`src/rtl/cdb_arbiter.sv`:
```
`default_nettype none
// ============================================================================
// Module   : cdb_arbiter
// Purpose  : Round-robin arbiter for the common data bus (CDB). Each cycle it
//            picks at most one functional-unit result FIFO, pops its head with
//            a one-cycle grant, and broadcasts the head tag/value on a
//            registered CDB to the ROB and reservation stations.
// Ports    : clk, rst         - clock, synchronous active-high reset
//            stall_i          - freezes arbitration and all CDB state
//            flush_i          - kills the broadcast; takes priority over stall
//            req_i[N_REQ]     - FU k FIFO non-empty
//            tag_i, value_i   - FU k head tag/value, packed k-major
//            grant_o[N_REQ]   - one-hot combinational pop strobe
//            cdb_valid_o, cdb_tag_o, cdb_value_o, cdb_src_o - registered bus
//            bcast_cnt_o      - count of broadcasts taken (wraps at 2^32)
// Revision : 1.0 - initial release
// ============================================================================
module cdb_arbiter #(
  parameter int N_REQ = 4,
  parameter int XLEN  = 32,
  parameter int TAG_W = 6
) (
  input  logic                      clk,
  input  logic                      rst,
  input  logic                      stall_i,
  input  logic                      flush_i,
  input  logic [N_REQ-1:0]          req_i,
  input  logic [N_REQ*TAG_W-1:0]    tag_i,
  input  logic [N_REQ*XLEN-1:0]     value_i,
  output logic [N_REQ-1:0]          grant_o,
  output logic                      cdb_valid_o,
  output logic [TAG_W-1:0]          cdb_tag_o,
  output logic [XLEN-1:0]           cdb_value_o,
  output logic [$clog2(N_REQ)-1:0]  cdb_src_o,
  output logic [31:0]               bcast_cnt_o
);

  localparam int SRC_W = $clog2(N_REQ);
  // Candidate index is one bit wider so ptr + offset never overflows
  // before the modulo-N_REQ correction.
  localparam logic [SRC_W:0]   c_N_REQ = (SRC_W+1)'(N_REQ);
  localparam logic [SRC_W-1:0] c_LAST  = SRC_W'(N_REQ - 1);

  logic [SRC_W-1:0] r_ptr;
  logic             r_valid;
  logic [TAG_W-1:0] r_tag;
  logic [XLEN-1:0]  r_value;
  logic [SRC_W-1:0] r_src;
  logic [31:0]      r_cnt;

  logic [SRC_W:0]   w_cand;
  logic [SRC_W-1:0] w_sel;
  logic             w_found;
  logic             w_take;
  logic [SRC_W-1:0] w_ptr_next;

  // Search upward from r_ptr with wrap; first requester wins.
  always_comb begin
    w_cand  = '0;
    w_sel   = '0;
    w_found = 1'b0;
    for (int i = 0; i < N_REQ; i++) begin
      w_cand = {1'b0, r_ptr} + (SRC_W+1)'(i);
      if (w_cand >= c_N_REQ) begin
        w_cand = w_cand - c_N_REQ;
      end
      if (!w_found && req_i[w_cand[SRC_W-1:0]]) begin
        w_found = 1'b1;
        w_sel   = w_cand[SRC_W-1:0];
      end
    end
  end

  // A grant pops a FIFO, so it must be suppressed whenever the broadcast
  // register will not actually capture the head (reset, stall, flush).
  assign w_take = w_found && !stall_i && !flush_i && !rst;

  always_comb begin
    grant_o        = '0;
    grant_o[w_sel] = w_take;
  end

  assign w_ptr_next = (w_sel == c_LAST) ? '0 : w_sel + 1'b1;

  always_ff @(posedge clk) begin
    if (rst) begin
      r_ptr   <= '0;
      r_valid <= 1'b0;
      r_tag   <= '0;
      r_value <= '0;
      r_src   <= '0;
      r_cnt   <= '0;
    end else if (flush_i) begin
      r_valid <= 1'b0;
    end else if (stall_i) begin
      // Hold everything: consumers are frozen by the same stall.
    end else if (w_take) begin
      r_valid <= 1'b1;
      r_tag   <= tag_i[w_sel*TAG_W +: TAG_W];
      r_value <= value_i[w_sel*XLEN +: XLEN];
      r_src   <= w_sel;
      r_ptr   <= w_ptr_next;
      r_cnt   <= r_cnt + 32'd1;
    end else begin
      r_valid <= 1'b0;
    end
  end

  assign cdb_valid_o = r_valid;
  assign cdb_tag_o   = r_tag;
  assign cdb_value_o = r_value;
  assign cdb_src_o   = r_src;
  assign bcast_cnt_o = r_cnt;

endmodule
`default_nettype wire

```
`config.mk`:
```
export PLATFORM = sky130hd
export DESIGN_NAME = cdb_arbiter
export DESIGN_NICKNAME = d
export VERILOG_FILES = /design/src/rtl/cdb_arbiter.sv
export SDC_FILE = /design/constraint.sdc
export NUM_CORES = 1
export LEC_CHECK = 0
export BUFFER_PORTS_ARGS = -buffer_cell sky130_fd_sc_hd__buf_2
export CAP_MARGIN = 20
export CORE_MARGIN = 5
export CORE_UTILIZATION = 49
export DETAILED_ROUTE_END_ITERATION = 10
export PLACE_DENSITY = 0.87
export SYNTH_ARGS = -nofsm -noshare
export SYNTH_HDL_FRONTEND = slang
export SYNTH_SLANG_ARGS = --single-unit
export TNS_END_PERCENT = 1
```
`constraint.sdc`:
```
create_clock -name clk -period 3.2 [get_ports clk]
set_input_delay 0.32 -clock clk [delete_from_list [all_inputs] [get_ports clk]]
set_output_delay 0.32 -clock clk [all_outputs]
set_load 0.03 [all_outputs]
```
-- Word level (Yosys, flattened, before mapping)
Cells that the tools add are included.
W data, S select, Z words.
- input port bits: 160
- output and inout bits: 77
- flip-flop bits (word level): 75
- word-level logic and storage cells: 71
- reductions and logical operators: 15
- add/subtract/negate cells: 9
- magnitude comparators: 10
- shift operators: 2
- mux-type cells: 24
- $mul: 1
- bitwise gates (word level): 3
- equality and inequality tests: 1
- operators with widths (operator ; number):
    $shiftx A128 B8 Y32 ; 1
    $add A32 B1 Y32 const B ; 1
    $shiftx A24 B6 Y6 ; 1
    $mux W2 ; 9
    $lt A2 B3 Y1 const B ; 5
    $mux W1 ; 10
    $ge A3 B3 Y1 const B ; 3
    $bmux W1 S2 ; 4
    $sub A2 B1 Y2 const B ; 4
    $logic_and A1 B1 Y1 ; 7
    $add A2 B2 Y3 const B ; 2
    $logic_not A1 Y1 ; 6
    $and A4 B4 Y4 ; 1
    $mul A2 B2 Y4 const B ; 1
    $add A2 B1 Y3 const B ; 1
    $ge A2 B3 Y1 const B ; 1
    $reduce_and A3 Y1 ; 1
    $add A2 B1 Y2 const B ; 1
    $demux W1 S2 ; 1
    $eq A2 B2 Y1 const B ; 1
    $ge A2 B1 Y1 const B ; 1
    $not A1 Y1 ; 2
    $reduce_or A2 Y1 ; 1

-- Longest topological paths before layout
- word-level depth: 19
- mapped depth: 9
- gate-level depth less buffers: 6

-- Least setup slack after synthesis
Ideal clock, no wire load.
- path kind: flip-flop to output port
- from: register r_ptr[1]
- to: output grant_o[0]
- arrival: 2.124 ns
- buffers on the path: 3
- stages on the path, launching flop included: 8
- path slack: 0.756 ns
- cells stage by stage: dfxtp_1 -> o21ba_2 -> and3_1 -> clkbuf_1 -> or2_2 -> buf_2 -> buf_2 -> nor3_1
- word-level cells in the longest chain between the ends: 19
- elaborated cells between the ends (all ways): 46
- RTL lines (what ; RTL line ; source):
    start, declared ; 44 ; logic [SRC_W-1:0] r_ptr;
    start signal, assigned ; 102 ; r_ptr <= w_ptr_next;
    parallel branches: the longest is 18 deep, another holds $add A2 B1 Y3 ; n/a ;
    $and A4 B4 Y4 (no line) (*) ; n/a ;
    end, declared ; 30 ; output logic [N_REQ-1:0] grant_o,
Every way passes the cells marked *. The select of a mux whose other input is x is not followed.

-- Worst setup path in the final report
- from: register r_ptr[1]
- to: output grant_o[1]
Same word-level chain as after synthesis.

==> metrics.sh <==
POST_CTS_HOLD_BUFFER_COUNT=0
SYNTH_CELL_TYPE_COUNT=44
STATUS='finished clean'
AREA_GROWTH_SYN_TO_LAYOUT_PCT=32.97
GP_ROUTABILITY_CONGESTION=0.8303
WORST-SETUP-PATH-TYPE='reg -> out'
PLACEDCELLCOUNT=827
POWER_DENSITY_mW_PER_MM2=401.8
CLK_ROOT_BUFFER_CELL='clkbuf_8'
CELL_ROWS=34
DIE_OUTLINE_HEIGHT_UM=103.4
SYNTH-WARNING-COUNT=0
HTREE_LEVELS=3
WORSTHOLDENDPOINT='cdb_valid_o$_SDFFE_PP0N_'
GRT_FIRST_PASS_WIRELENGTH_UM=21420
MAX_ROOT_SINK_BUFFERS=2
DRIVE_ABOVE_1_SHARE_PCT=36.87
MAXSLEWVIOLCOUNT=0
GRT_MAX_DEGREE=77
RSZ_0062_RAISED_AFTER_GLOBAL_ROUTING='false'
POWER_mW=2.283
TIMING_HOLD_VIOLATIONS_FINAL=0
WORST_EP_ARRIVAL_TIME_PS=2220
DRTANTENNAVIOLNETS=0
WORSTREGTOREGCELLS=6
POST-SYNTH-TOP-AREA-CELL='dfxtp_1'
PLACE_HPWL_UM=10710
CTS-BUFFERS-INSERTED=9
DRC_MARKER_COUNT_FROM_THE_FIRST_DETAILED_ROUTE_ITERATION=149
INITIAL_CORE_UTIL_PCT=49.72
ROUTE.DETAILED.DRC=0
WORST_PIN_SLEW_PS=759.1
WORSTREG2REGEND='cdb_tag_o[1]$_SDFFE_PP0P_'
VIA_PER_INST=5.729
CLOCK_TREE_FROM_TRITONCTS='yes'
DRV.MAX_CAP_VIOLATION_COUNT=0
HOLD_PATH_STARTPOINT='flush_i'
CP.REQUIRED_PS=2880
POST_LAYOUT_MIN_PERIOD_PS=2544
TIMING.FINAL.SETUP_VIOLATIONS=0
WORST_SETUP_PATH_END_KIND='primary output'
FF_LATCH_COUNT_SYNTH=75
POWER.IR.VDD_WORST_uV=184.6
POST_CTS_BUFFERS=0
RR_STARTPOINT='r_ptr[1]$_SDFFE_PP0P_'
SYNTH_AREA_LEADERS='dfxtp_1 35%, mux2i_1 9.1%, nor3b_1 6.7%'
CRIT_PATH_START_KIND='flop'
P_LEAK_nW=2.471
GRT_OVERFLOW=0
CLOCK_LATENCY_ON_THE_WORST_SKEW_PAIR_PS=350
SETUP.REG_TO_REG.WORST_SLACK_PS=820
SYNTHARSTFLOPSHARE_PCT=0
SLEW_HEADROOM_PCT=49.39
SYN-MEAN-INSTANCE-AREA_SQ_UM=8.217
SYNTHESIS.NETS=681
CRIT_PATH_START='r_ptr[1]$_SDFFE_PP0P_'
SETUP_TOTAL_NEGATIVE_SLACK_PS=0
HOLD_PATH.CLASS='in -> reg'
CTS_SINKS=75
TIMING.CLOCK.SKEW_PS=18.56
CORE_SQ_MM=0.008593
PIN_COUNT=237
FP.DIEAREA_SQ_MM=0.01069
ROUTED_WIRE_LENGTH_PER_INSTANCE_UM=16.70
CHIPWIDTH_UM=103.4
CTS.CLK_SLEW.WORST_PATHS_PS=70
POST_SYNTH_INST_COUNT=520
POST_SYNTH_INSTANCE_AREA_SQ_MM=0.004273
CRIT_FANOUT=22
FIN_NETS=891
SYNTH_ENABLE_FLOP_CELLS=0
HOLD_DEPTH=2
GRT_USAGE_PCT=25.11
POST_LAYOUT_NONFILLER_INSTANCES=844
SYNTH.TOP_CELL.AREA_SHARE_PCT=35.14
DETAIL_ROUTE.WIRELENGTH_UM=14100
CTS-RESIZED-GATES=0
IO_BUFFER_COUNT=236
VIAS_IN_THE_FIRST_GLOBAL_ROUTE=4726
SYNTH_TOP_FLOP_CELL='dfxtp_1'
VIA_COUNT=4835
FIN_CRIT_SH_PCT=79.49
DRT_PRE_ANTENNA_ITERS=4
YOSYSSEQAREASHARE_PCT=35.14
GRT_ANTENNA_BEFORE_REPAIR=0
MAX_CLOCK_FREQ_MHz=393.1
## flip-flops by register name, indices dropped and copies added, names as in the netlist
register,flops
bcast_cnt_o,32
cdb_value_o,32
cdb_tag_o,6
cdb_src_o,2
r_ptr,2
cdb_valid_o,1
## where the power goes
| group | switching, mW | total [mW] | internal (mW) |
|---|---|---|---|
| clock | 0.356 | 0.787 | 0.430 |
| sequential | 0.0262 | 1.00 | 0.975 |
| combinational | 0.283 | 0.495 | 0.212 |
| total | 0.666 | 2.28 | 1.62 |
## synth_stat cells (2+ instances only)
library cell,n
nor2_1,28
nand2b_1,2
and2_1,2
nor4_1,6
clkbuf_1,27
buf_1,2
inv_1,4
mux2i_1,39
nand2_1,57
nand3_1,12
nand4_1,7
a21oi_1,14
nor2b_1,3
xnor2_1,17
o211ai_1,38
nor3b_1,38
buf_2,13
dfxtp_1,75
o21a_1,38
or3_1,6
o21ai_0,45
or2_2,2
nor3_1,13
and3_1,4
and4_1,3
or3_4,2
a211oi_1,2
xor2_1,5
## layout make-up
class	instances	area, sq um
timing repair buffer	242	1226
antenna	1	2.502
clock inverter	4	55.05
clock buffer	12	165.2
multi-input combinational	398	2581
inverter	4	15.01
fill	738	2912
sequential	75	1501
tap	108	135.1
## cell usage in the layout (no fill, tap or decap), drive strengths merged, types with 2 or more instances in the layout
master    n
a211oi    2
a21oi    14
and2      2
and3      4
and4      3
buf     242
clkbuf   12
dfxtp    75
inv       6
mux2i    39
nand2    57
nand2b    2
nand3    12
nand4     8
nor2     29
nor2b     3
nor3     14
nor3b    38
nor4      6
o211ai   38
o21a     38
o21ai    46
or2       2
or3       8
xnor2    17
xor2      5
## critical path, stage by stage, from the launching register on
cell and delay (ps):
dfxtp_1 360, o21ba_2 240, and3_2 180, or2_2 550, nand2_1 210, nor2_1 140
buf_2 210
## per-stage QoR
| step | area (sq um) | worst slack [ps] | hold WS [ps] | util (%) |
|---|---|---|---|---|
| after floorplan | 4273 | 756.3 | 399.3 | - |
| after global placement | 5459 | 823.4 | 443.0 | 63.53 |
| after detailed placement | 5459 | 732.7 | 448.1 | 63.53 |
| after CTS | 5679 | 638.3 | 175.1 | 66.09 |
| after global routing | 5679 | 536.1 | 175.2 | 66.09 |
| final | 5682 | 656.2 | 204.8 | 66.12 |
## cell families after synthesis
kind of cell / after synthesis / synth area share (%)
xor gates and xnor gates: 22 / 4.509
and+or+nand+nor: 191 / 24.13
DFF: 75 / 35.14
adders and majority gates: 1 / 0.2928
buffers and inverters: 47 / 4.597
muxes: 39 / 9.136
AOI/OAI and AO/OA: 145 / 22.20
## worst max path at each step
stage | to | slack (ps) | depth (start not counted)
floorplan | grant_o[0] | 760 | 7
detailed placement | cdb_value_o[0]$_SDFFE_PP0P_ | 730 | 6
finish | grant_o[1] | 660 | 6
global route | grant_o[1] | 540 | 6
CTS | grant_o[1] | 640 | 6
global placement | cdb_tag_o[2]$_SDFFE_PP0P_ | 820 | 7
## layer usage
layer / vias up / global-route usage [%] / wire (um)
li1: 2298 / - / -
met1: 2255 / 29.13 / 5325
met2: 225 / 42.25 / 6990
met3: 57 / 5.701 / 1152
met4: 0 / 14.54 / 627
met5: - / 0 / 0
No activity file was read; power rests on OpenSTA's default activity.
